--- config.mk ---
export PLATFORM = sky130hd
export DESIGN_NAME = gpu_frame_sequencer
export DESIGN_NICKNAME = d
export VERILOG_FILES = /design/src/rtl/gpu_frame_sequencer.sv
export SDC_FILE = /design/constraint.sdc
export NUM_CORES = 1
export LEC_CHECK = 0
export ABC_AREA = 1
export CORE_MARGIN = 3
export CORE_UTILIZATION = 52
export CTS_CLUSTER_SIZE = 10
export DETAILED_ROUTE_END_ITERATION = 6
export PLACE_DENSITY = 0.78
export SLEW_MARGIN = 20
export SYNTH_ARGS = -nofsm -noshare
export SYNTH_HDL_FRONTEND = slang
export SYNTH_SLANG_ARGS = --single-unit
--- constraint.sdc ---
create_clock -name clock -period 3.4 [get_ports clock]
set_clock_uncertainty 0.15 [all_clocks]
set_input_delay 0.68 -clock clock [delete_from_list [all_inputs] [get_ports clock]]
set_output_delay 0.68 -clock clock [all_outputs]
set_load 0.005 [all_outputs]
--- src/rtl/gpu_frame_sequencer.sv ---
// Avalon-MM master that renders a whole frame on the voxel GPU, one shader-sized chunk at a time.
// Optional irq watchdog is enabled by defining GPU_SEQ_TIMEOUT_EN.
module gpu_frame_sequencer #(
  parameter int          H_RESOLUTION   = 320,
  parameter int          V_RESOLUTION   = 240,
  parameter int          NUM_SHADERS    = 320,
  parameter int          MEM_ADDR_BITS  = 16,
  parameter int unsigned TIMEOUT_CYCLES = 65535
) (
  input  logic                     clock,
  input  logic                     reset,
  input  logic                     start,
  input  logic [MEM_ADDR_BITS-1:0] num_voxels,
  input  logic [7:0]               num_palette,
  input  logic [31:0]              fb_base,
  output logic                     busy,
  output logic                     done,
  output logic                     error,
  output logic [MEM_ADDR_BITS-1:0] mem_addr,
  output logic                     mem_sel,
  output logic                     mem_rd,
  input  logic [31:0]              mem_data,
  output logic [7:0]               m_address,
  output logic                     m_read,
  output logic                     m_write,
  output logic [31:0]              m_writedata,
  input  logic [31:0]              m_readdata,
  input  logic                     m_waitrequest,
  input  logic                     irq
);

  localparam int TOTAL_PIXELS = H_RESOLUTION * V_RESOLUTION;
  localparam int COL_BITS     = $clog2(H_RESOLUTION);

  typedef enum logic [3:0] {
    IDLE, COORD, FETCH, FETCH_WAIT, RAST, SHADE, PIXEL, WAIT_IRQ, ACK, CLEAR_ERR
  } state_t;

  typedef enum logic [1:0] {PH_COORD, PH_VOX, PH_PAL, PH_PIX} phase_t;

  state_t                   r_state, w_nextState;
  phase_t                   r_phase, w_nextPhase;
  logic [31:0]              r_idx, w_nextIdx;
  logic [31:0]              r_startPixel, r_row, r_col;
  logic [MEM_ADDR_BITS-1:0] r_numVoxels;
  logic [7:0]               r_numPalette;
  logic [31:0]              r_fbBase, r_fetched;
  logic                     r_busy, r_done, r_error;
  logic                     w_accept, w_capture, w_pixStep, w_chunkEnd, w_finish, w_abort, w_release;
  logic [31:0]              w_idxNext, w_pixLeft, w_chunkLen, w_pixAddr;
  logic                     w_lastVox, w_lastPal, w_lastPix, w_frameEnd;
`ifdef GPU_SEQ_TIMEOUT_EN
  logic [31:0]              r_wdog;
`endif

  assign w_idxNext  = r_idx + 32'd1;
  assign w_pixLeft  = 32'(TOTAL_PIXELS) - r_startPixel;
  assign w_chunkLen = (w_pixLeft < 32'(NUM_SHADERS)) ? w_pixLeft : 32'(NUM_SHADERS);
  assign w_lastVox  = w_idxNext >= 32'(r_numVoxels);
  assign w_lastPal  = w_idxNext >= 32'(r_numPalette);
  assign w_lastPix  = w_idxNext >= w_chunkLen;
  assign w_frameEnd = (r_startPixel + 32'(NUM_SHADERS)) >= 32'(TOTAL_PIXELS);
  // Framebuffer is laid out with a power-of-two row pitch of 16-bit pixels.
  assign w_pixAddr  = r_fbBase + (r_row << (COL_BITS + 1)) + (r_col << 1);

  assign busy  = r_busy;
  assign done  = r_done;
  assign error = r_error;

  always_comb begin
    w_nextState = r_state;
    w_nextPhase = r_phase;
    w_nextIdx   = r_idx;
    w_accept    = 1'b0;
    w_capture   = 1'b0;
    w_pixStep   = 1'b0;
    w_chunkEnd  = 1'b0;
    w_finish    = 1'b0;
    w_abort     = 1'b0;
    w_release   = 1'b0;
    m_address   = 8'h00;
    m_read      = 1'b0;
    m_write     = 1'b0;
    m_writedata = 32'd0;
    mem_rd      = 1'b0;
    mem_sel     = 1'b0;
    mem_addr    = '0;
    case (r_state)
      IDLE: begin
        // A start coinciding with the done pulse belongs to the old frame and is dropped.
        if (start && !r_done) begin
          w_accept    = 1'b1;
          w_nextState = COORD;
          w_nextPhase = PH_COORD;
          w_nextIdx   = 32'd0;
        end
      end
      COORD: begin
        m_write     = 1'b1;
        m_address   = 8'h03;
        m_writedata = r_startPixel;
        if (!m_waitrequest) w_nextState = WAIT_IRQ;
      end
      FETCH: begin
        mem_rd      = 1'b1;
        mem_sel     = (r_phase == PH_PAL);
        mem_addr    = r_idx[MEM_ADDR_BITS-1:0];
        w_nextState = FETCH_WAIT;
      end
      FETCH_WAIT: begin
        w_capture   = 1'b1;
        w_nextState = (r_phase == PH_PAL) ? SHADE : RAST;
      end
      RAST, SHADE, PIXEL: begin
        m_write     = 1'b1;
        m_address   = (r_state == RAST) ? 8'h00 : (r_state == SHADE) ? 8'h01 : 8'h02;
        m_writedata = (r_state == PIXEL) ? w_pixAddr : r_fetched;
        if (!m_waitrequest) w_nextState = WAIT_IRQ;
      end
      WAIT_IRQ: begin
        if (irq) w_nextState = ACK;
`ifdef GPU_SEQ_TIMEOUT_EN
        else if (r_wdog >= 32'(TIMEOUT_CYCLES) - 32'd1) begin
          w_abort     = 1'b1;
          w_nextState = CLEAR_ERR;
        end
`endif
      end
      ACK: begin
        m_read    = 1'b1;
        m_address = 8'h0f;
        if (!m_waitrequest) begin
          if (m_readdata != 32'd0) begin
            w_abort     = 1'b1;
            w_nextState = CLEAR_ERR;
          end else begin
            // Each loop hands over to the next non-empty loop; the pixel loop is never empty.
            w_nextIdx = 32'd0;
            if (r_phase == PH_COORD && r_numVoxels != '0) begin
              w_nextPhase = PH_VOX;
              w_nextState = FETCH;
            end else if (r_phase == PH_VOX && !w_lastVox) begin
              w_nextIdx   = w_idxNext;
              w_nextState = FETCH;
            end else if ((r_phase == PH_COORD || r_phase == PH_VOX) && r_numPalette != 8'd0) begin
              w_nextPhase = PH_PAL;
              w_nextState = FETCH;
            end else if (r_phase == PH_PAL && !w_lastPal) begin
              w_nextIdx   = w_idxNext;
              w_nextState = FETCH;
            end else if (r_phase != PH_PIX) begin
              w_nextPhase = PH_PIX;
              w_nextState = PIXEL;
            end else begin
              w_pixStep = 1'b1;
              if (!w_lastPix) begin
                w_nextIdx   = w_idxNext;
                w_nextState = PIXEL;
              end else begin
                w_chunkEnd  = 1'b1;
                w_nextPhase = PH_COORD;
                if (w_frameEnd) begin
                  w_finish    = 1'b1;
                  w_nextState = IDLE;
                end else begin
                  w_nextState = COORD;
                end
              end
            end
          end
        end
      end
      CLEAR_ERR: begin
        m_write     = 1'b1;
        m_address   = 8'h0f;
        m_writedata = 32'd1;
        if (!m_waitrequest) begin
          w_release   = 1'b1;
          w_nextState = IDLE;
        end
      end
      default: w_nextState = IDLE;
    endcase
  end

  always_ff @(posedge clock) begin
    if (reset) begin
      r_state      <= IDLE;
      r_phase      <= PH_COORD;
      r_idx        <= 32'd0;
      r_startPixel <= 32'd0;
      r_row        <= 32'd0;
      r_col        <= 32'd0;
      r_numVoxels  <= '0;
      r_numPalette <= 8'd0;
      r_fbBase     <= 32'd0;
      r_fetched    <= 32'd0;
      r_busy       <= 1'b0;
      r_done       <= 1'b0;
      r_error      <= 1'b0;
    end else begin
      r_state <= w_nextState;
      r_phase <= w_nextPhase;
      r_idx   <= w_nextIdx;
      r_done  <= w_finish;
      if (w_accept) begin
        r_numVoxels  <= num_voxels;
        r_numPalette <= num_palette;
        r_fbBase     <= fb_base;
        r_startPixel <= 32'd0;
        r_row        <= 32'd0;
        r_col        <= 32'd0;
        r_busy       <= 1'b1;
        r_error      <= 1'b0;
      end
      if (w_capture) r_fetched <= mem_data;
      if (w_pixStep) begin
        if (r_col == 32'(H_RESOLUTION - 1)) begin
          r_col <= 32'd0;
          r_row <= r_row + 32'd1;
        end else begin
          r_col <= r_col + 32'd1;
        end
      end
      if (w_chunkEnd) r_startPixel <= r_startPixel + 32'(NUM_SHADERS);
      if (w_abort) r_error <= 1'b1;
      if (w_finish || w_release) r_busy <= 1'b0;
    end
  end

`ifdef GPU_SEQ_TIMEOUT_EN
  // Restarts from zero on every entry because any other state clears it.
  always_ff @(posedge clock) begin
    if (reset) r_wdog <= 32'd0;
    else       r_wdog <= (r_state == WAIT_IRQ) ? r_wdog + 32'd1 : 32'd0;
  end
`endif

endmodule

==> out/results.ini, run 1 <==
[outcome]
outcome=complete, but fails checks
failed_checks=DRC, setup timing

[grt]
antenna_found_initial=1
grt_max_degree=70
grt-ovfl-total=0
grtUsageTotal_pct=37.7
grt_pass1_vias=18100
grt_pass1_wl_mm=94.7

[die]
start_util_pct=53.6
die_w_um=176
io_pins=188
coreArea_sq_um=28200
die_h_um=176
rows=61
dieArea_sq_um=31100

[synthesis]
syn_area_sq_um=15100
yosysTopAreaCellShare_pct=27.7
synth_flop_cell=dfxtp_1
syn-instance-count=2326
yosysWarnings=0
synth_area_leaders=dfxtp_1, nand2_1, nor2_1
yosys.area.top_type=dfxtp_1
synth_cell_types=53
ys_ff_latch=209
yosysSeqAreaShare_pct=27.7
async_reset_ff_share_pct=0
synth-edff-count=0
syn_avg_cell_area_sq_um=6.49

[cts]
ctsRootBufferMaster=clkbuf_16
clock-sinks=209
clk_path_buf_depth=3
path_clk_slew_ps=60
cts_made_buffers=26
clock_latency_ps=550
tritoncts=built
htree_levels=1

[placement]
gp_congestion=0.986
dp_worst_setup_slack_ps=-723
dp_hpwl_mm=43.2
io_buffers=183

[worst_setup_path]
r2r-end=r_idx[29]
reg2reg_slack_ps=-800
rr_startpoint=r_startPixel[6]
cp-start-kind=flip-flop
endpoint_kind=output pin
cp.required_ps=2570
arrival_ps=3460
critPathKind=flip-flop to output pin
rr_worst_depth=30
cp_max_fo=4

[cells_and_area]
antenna_cells=0
final_cell_mix=nor2_1, nand2_1, buf_4
areaGrowthSynthToFinish_pct=51.7
drive_gt1_share_pct=28.3
seq_area_sq_um=4240
multiInputGateArea_sq_um=11800
final_util_pct=81.3
layout_commonest_cell=nor2_1
fill_cells=1825
num-nets-final=3045

[timing]
slew-limit-headroom_pct=23.0
tightest_slew_ps=1150
hold_viol_final=0
holdWs_ps=332
min_period_over_period_pct=126
finalWorstSetupSlack_ps=-887
finalSetupViolCount=93
fin_crit_ps=4290
rsz0062_at_grt=yes
max_freq_mhz=233
drv_slew=0

[power]
pwr_density_cell_nw_per_um2=421
p_total_uw=9640
leakage_uw=0.0101
ir_drop_v=0.000443

[routing]
routedWlPerCell_um=21.1
drtIter0Drc=2407
drt_first_pass_iters=7
drc=2
vias=19200
vias_per_cell=6.03
ant_nets=0
finalWirelength_mm=67.2

[worst_hold_path]
holdPathStages=2
holdCritPathClass=flip-flop to flip-flop
hold_end=r_numVoxels[10]
hp-start=r_numVoxels[10]

[flow_run]
maxCapViolCount=0

==> synth_stat cells (3+ instances only) <==
cell type / number
xnor2_1: 7
o211ai_1: 8
nand3_1: 130
a2111oi_0: 3
xor2_1: 72
a221oi_1: 8
inv_1: 250
o21ai_0: 176
a31oi_1: 4
o22ai_1: 18
nor4_1: 17
fa_1: 22
clkbuf_1: 67
a32oi_1: 8
nand4_1: 43
a21oi_1: 190
ha_1: 94
nand2_1: 441
nor2_1: 404
buf_6: 3
a211oi_1: 9
nor2_2: 7
buf_2: 10
or2_2: 12
a22oi_1: 8
a311oi_1: 4
and3_1: 3
buf_1: 4
o21bai_1: 6
nor3_1: 52
a21o_1: 4
dfxtp_1: 209
buf_4: 5
==> what timing repair did <==
action                     in CTS  in global routing
gates resized for setup       394                275
setup endpoints to repair     112                114
setup buffers                  29                 28
cloned                          9                  2
pin swaps                     123                164
hold buffers                    0                  0
==> cell families after synthesis <==
family | synth area share, %
AND/OR/NAND/NOR | 31.4
AO/OA/AOI/OAI | 16.6
buffers and inverters | 8.90
flip-flops | 27.7
adder cells (fa/ha/maj) | 10.7
XOR/XNOR | 4.59
other | 0.0498
==> critical path, stage by stage (launching register included) <==
cell and delay [ps]:
dfxtp_1 330, fa_1 560, ha_4 390, buf_4 130
nand2_2 60, nor2_2 100, inv_2 80, nor2_4 120
nand3_2 100, nand3_2 100, nand2_1 60, o211ai_1 150
nand2_1 130, nand2_2 90, a21oi_2 50, o21ai_1 80
nand2_1 110, o21ai_2 100, buf_2 150
==> through the flow <==
stage / TNS, ps / cell area [sq um] / instances
floorplan: -1.41 / 15300 / 2351
CTS: -41540 / 21700 / 3171
detailed placement: -39740 / 19300 / 3100
finish: -59720 / 22900 / 3191
global route: -73370 / 22900 / 3191
global placement: -33720 / 19300 / 3100
==> worst max-delay path by stage <==
stage / start / to / slack [ps] / cells past startpoint
4_1_cts: r_fbBase[10] / m_writedata[21] / -640 / 14
5_1_grt: r_fbBase[11] / m_writedata[31] / -1000 / 18
6_report: r_fbBase[11] / m_writedata[31] / -890 / 18
2_1_floorplan: r_startPixel[7] / r_startPixel[28] / -1 / 29
3_5_place_dp: r_row[6] / m_writedata[26] / -720 / 14
3_3_place_gp: r_col[1] / m_writedata[30] / -670 / 18
==> where the power goes <==
group / switching, uW / leakage [uW] / internal, uW / total (uW)
Combinational: 2360 / 0.00799 / 1530 / 3880
Clock: 1120 / 0.000396 / 1620 / 2740
Sequential: 251 / 0.00171 / 2760 / 3010
==> cell type report <==
class / instances / share of cell area (%)
Inverter: 253 / 4.28
Timing Repair inverter: 1 / 0.0492
Sequential cell: 209 / 18.5
Timing Repair Buffer: 514 / 20.2
Multi-Input combinational cell: 1799 / 51.4
Clock inverter: 2 / 0.153
Clock buffer: 35 / 3.35
Tap cell: 378 / 2.07
==> registers in the layout, summed over array words and instances, names as in the netlist <==
register and cells:
r_fetched 32, r_idx 32, r_numVoxels 16, done 1, r_startPixel 26, r_phase 2, error 1, r_col 32
busy 1, r_row 22, r_fbBase 32, r_state 4, r_numPalette 8
==> per-layer routing <==
metal  track usage (%)  part of all wire (%)  vias to the layer above
met2              65.8                    47                     1386
met4              14.8                   6.5                        2
li1                  -                     -                     8621
met5                 0                 0.019                        -
met1              46.9                    36                     8858
met3              5.72                    10                      364
Note: power is estimated with default switching activity, not from simulation.
==> run 2, diff against run 1 <==
--- a/config.mk
+++ b/config.mk
@@ -6,6 +6,7 @@
 export NUM_CORES = 1
 export LEC_CHECK = 0
 export ABC_AREA = 1
+export ABC_CLOCK_PERIOD_IN_PS = 3400
 export CORE_MARGIN = 3
 export CORE_UTILIZATION = 52
 export CTS_CLUSTER_SIZE = 10
==> results of run 2 <==
The final DEF is identical to that of run 1; final timing and power are the same.
==> run 3, diff against run 2 <==
--- a/config.mk
+++ b/config.mk
@@ -7,7 +7,6 @@
 export LEC_CHECK = 0
 export ABC_AREA = 1
 export ABC_CLOCK_PERIOD_IN_PS = 3400
-export CORE_MARGIN = 3
 export CORE_UTILIZATION = 52
 export CTS_CLUSTER_SIZE = 10
 export DETAILED_ROUTE_END_ITERATION = 6
@@ -16,3 +15,4 @@
 export SYNTH_ARGS = -nofsm -noshare
 export SYNTH_HDL_FRONTEND = slang
 export SYNTH_SLANG_ARGS = --single-unit
+export TNS_END_PERCENT = 100
==> run 3 against run 2 <==
The run ends with setup timing left; wire length is essentially flat; non-clock buffer count shrank 8; register-to-register slack gained 100 ps; hold slack lost 4.0 ps; power shrank 0.33%; largest cell class unchanged; sequential cell count is the same; global-route usage grew 2.9 points; clock power shrank 3%; critical path depth shrank 1; via count grew 0.27%.
==> out/results.ini, run 3 (synthesis gave the netlist of run 1 again) <==
[die]
coreArea_sq_um=28200
start_util_pct=53.6
io_pins=188
die_w_um=172
dieArea_sq_um=29700
rows=61
die_h_um=172

[worst_setup_path]
rr_worst_depth=28
arrival_ps=3680
cp.required_ps=2570
cp-start-kind=flip-flop
endpoint_kind=output pin
cp_max_fo=3
critPathKind=flip-flop to output pin

[timing]
tightest_slew_ps=1080
drv_slew=0
slew-limit-headroom_pct=28.2
finalWorstSetupSlack_ps=-1110
max_freq_mhz=222
rsz0062_at_grt=yes
fin_crit_ps=4510
finalSetupViolCount=90
min_period_over_period_pct=133
holdWs_ps=328
hold_viol_final=0

[placement]
io_buffers=183
dp_hpwl_mm=43.5
dp.cells=3092
placed_cell_area_sq_um=19300
gp_congestion=1.02

[cells_and_area]
stdcell_count=3185
num-nets-final=3037
stdcell_area_sq_um=22400
drive_gt1_share_pct=26.4
layout_commonest_cell=nor2_1
areaGrowthSynthToFinish_pct=48.7
fill_cells=1910
antenna_cells=0
final_cell_mix=nor2_1, nand2_1, buf_4

[worst_hold_path]
holdCritPathClass=flip-flop to flip-flop
holdPathStages=2

[cts]
ctsRootBufferMaster=clkbuf_16
tritoncts=built
path_clk_slew_ps=60
cts_made_buffers=26
clk_path_buf_depth=3
clock_latency_ps=560
clock-sinks=209
hold_buffers=0
htree_levels=1

[outcome]
failed_checks=setup timing
outcome=complete, but fails checks

[power]
p_sw_share_pct=39.3
p_clk_share_pct=27.7
comb_power_share_pct=40.9
switchingPower_uw=3770
ir_drop_v=0.000497
leakage_uw=0.00978
sequentialPowerShare_pct=31.4
p_int_uw=5830
pwr_density_cell_nw_per_um2=428

[routing]
vias_per_cell=6.05
drt_first_pass_iters=6
finalWirelength_mm=67.2
drc=0
routedWlPerCell_um=21.1
drtIter0Drc=2568
vias=19300
ant_nets=0

[grt]
grtUsageTotal_pct=40.7
grt_pass1_wl_mm=94.2
grt_pass1_vias=17900
antenna_found_initial=0
grt-ovfl-total=0
grt_max_degree=68

[flow_run]
maxCapViolCount=0

[run 3: changes by cell type in the layout (fill, tap and decap cells not counted), moves of 6 or more]
| cell | before | now |
|---|---|---|
| nand2_1 | 362 | 377 |
| nand3_1 | 78 | 93 |
| nand3_2 | 40 | 26 |
| a21oi_1 | 119 | 131 |
| nand2_4 | 45 | 34 |
| a21oi_2 | 56 | 49 |
| nor2_1 | 373 | 380 |
| o22ai_1 | 16 | 9 |
| o22ai_2 | 2 | 9 |
| nor2_2 | 25 | 19 |
[run 3: through the flow]
step	power (uW)	utilization [%]	setup TNS (ps)	setup WS (ps)
4_1_cts	8980	76.2	-39550	-659
6_report	9600	79.7	-57410	-1110
2_1_floorplan	4560	-	-1.41	-1.41
3_3_place_gp	5830	68.4	-36440	-685
3_5_place_dp	5900	68.4	-42900	-741
5_1_grt	9890	79.7	-71870	-1080
[run 3: final timing paths]
check / start / to / slack, ps
worst max register to register: r_startPixel[7] / r_startPixel[11] / -700
worst min-delay path: r_numVoxels[15] / r_numVoxels[15] / 330
worst max-delay path: r_fbBase[6] / m_writedata[21] / -1110
worst min register to register: r_numVoxels[15] / r_numVoxels[15] / 330
[run 3: critical path: stages, from the launching register on]
cell	delay, ps
dfxtp_4	360
ha_4	250
ha_4	280
inv_2	40
o21bai_1	540
o21bai_4	320
buf_6	160
nand3_4	80
nand2_4	90
a21boi_4	70
o21bai_4	150
buf_6	120
nand2_2	50
nand2_2	70
xor2_1	170
o21ai_1	110
nand2_1	130
buf_2	130
[run 3: final cells by class]
class	instances	area (sq um)	area share, %
repair buffers	506	4460	19.9
multi-input cells	1799	11500	51.3
clock inverters	3	40.0	0.178
clock buffers	36	729	3.25
inverters	253	966	4.31
flip-flops and latches	209	4250	18.9
well taps	378	473	2.11
repair inverters	1	7.51	0.0335
[run 3: per-layer routing]
layer	global-route usage, %	wire, um	part of all wire [%]
met2	70.2	31000	46
met4	19.5	5210	7.8
met5	0	0	0
met3	5.49	6940	10
met1	49.7	24000	36
[run 3: power groups by stage]
stage / logic [uW] / clock network [uW] / registers (uW)
2_1_floorplan: 1640 / 0 / 2920
3_3_place_gp: 2850 / 0 / 2980
3_5_place_dp: 2910 / 0 / 3000
4_1_cts: 3390 / 2610 / 2970
5_1_grt: 4120 / 2740 / 3030
6_report: 3930 / 2660 / 3010
[run 3: timing repair]
action	CTS	global route
pin swaps	148	140
setup endpoints to repair	104	98
gates resized for setup	393	199
gates cloned	6	0
buffers inserted	28	29
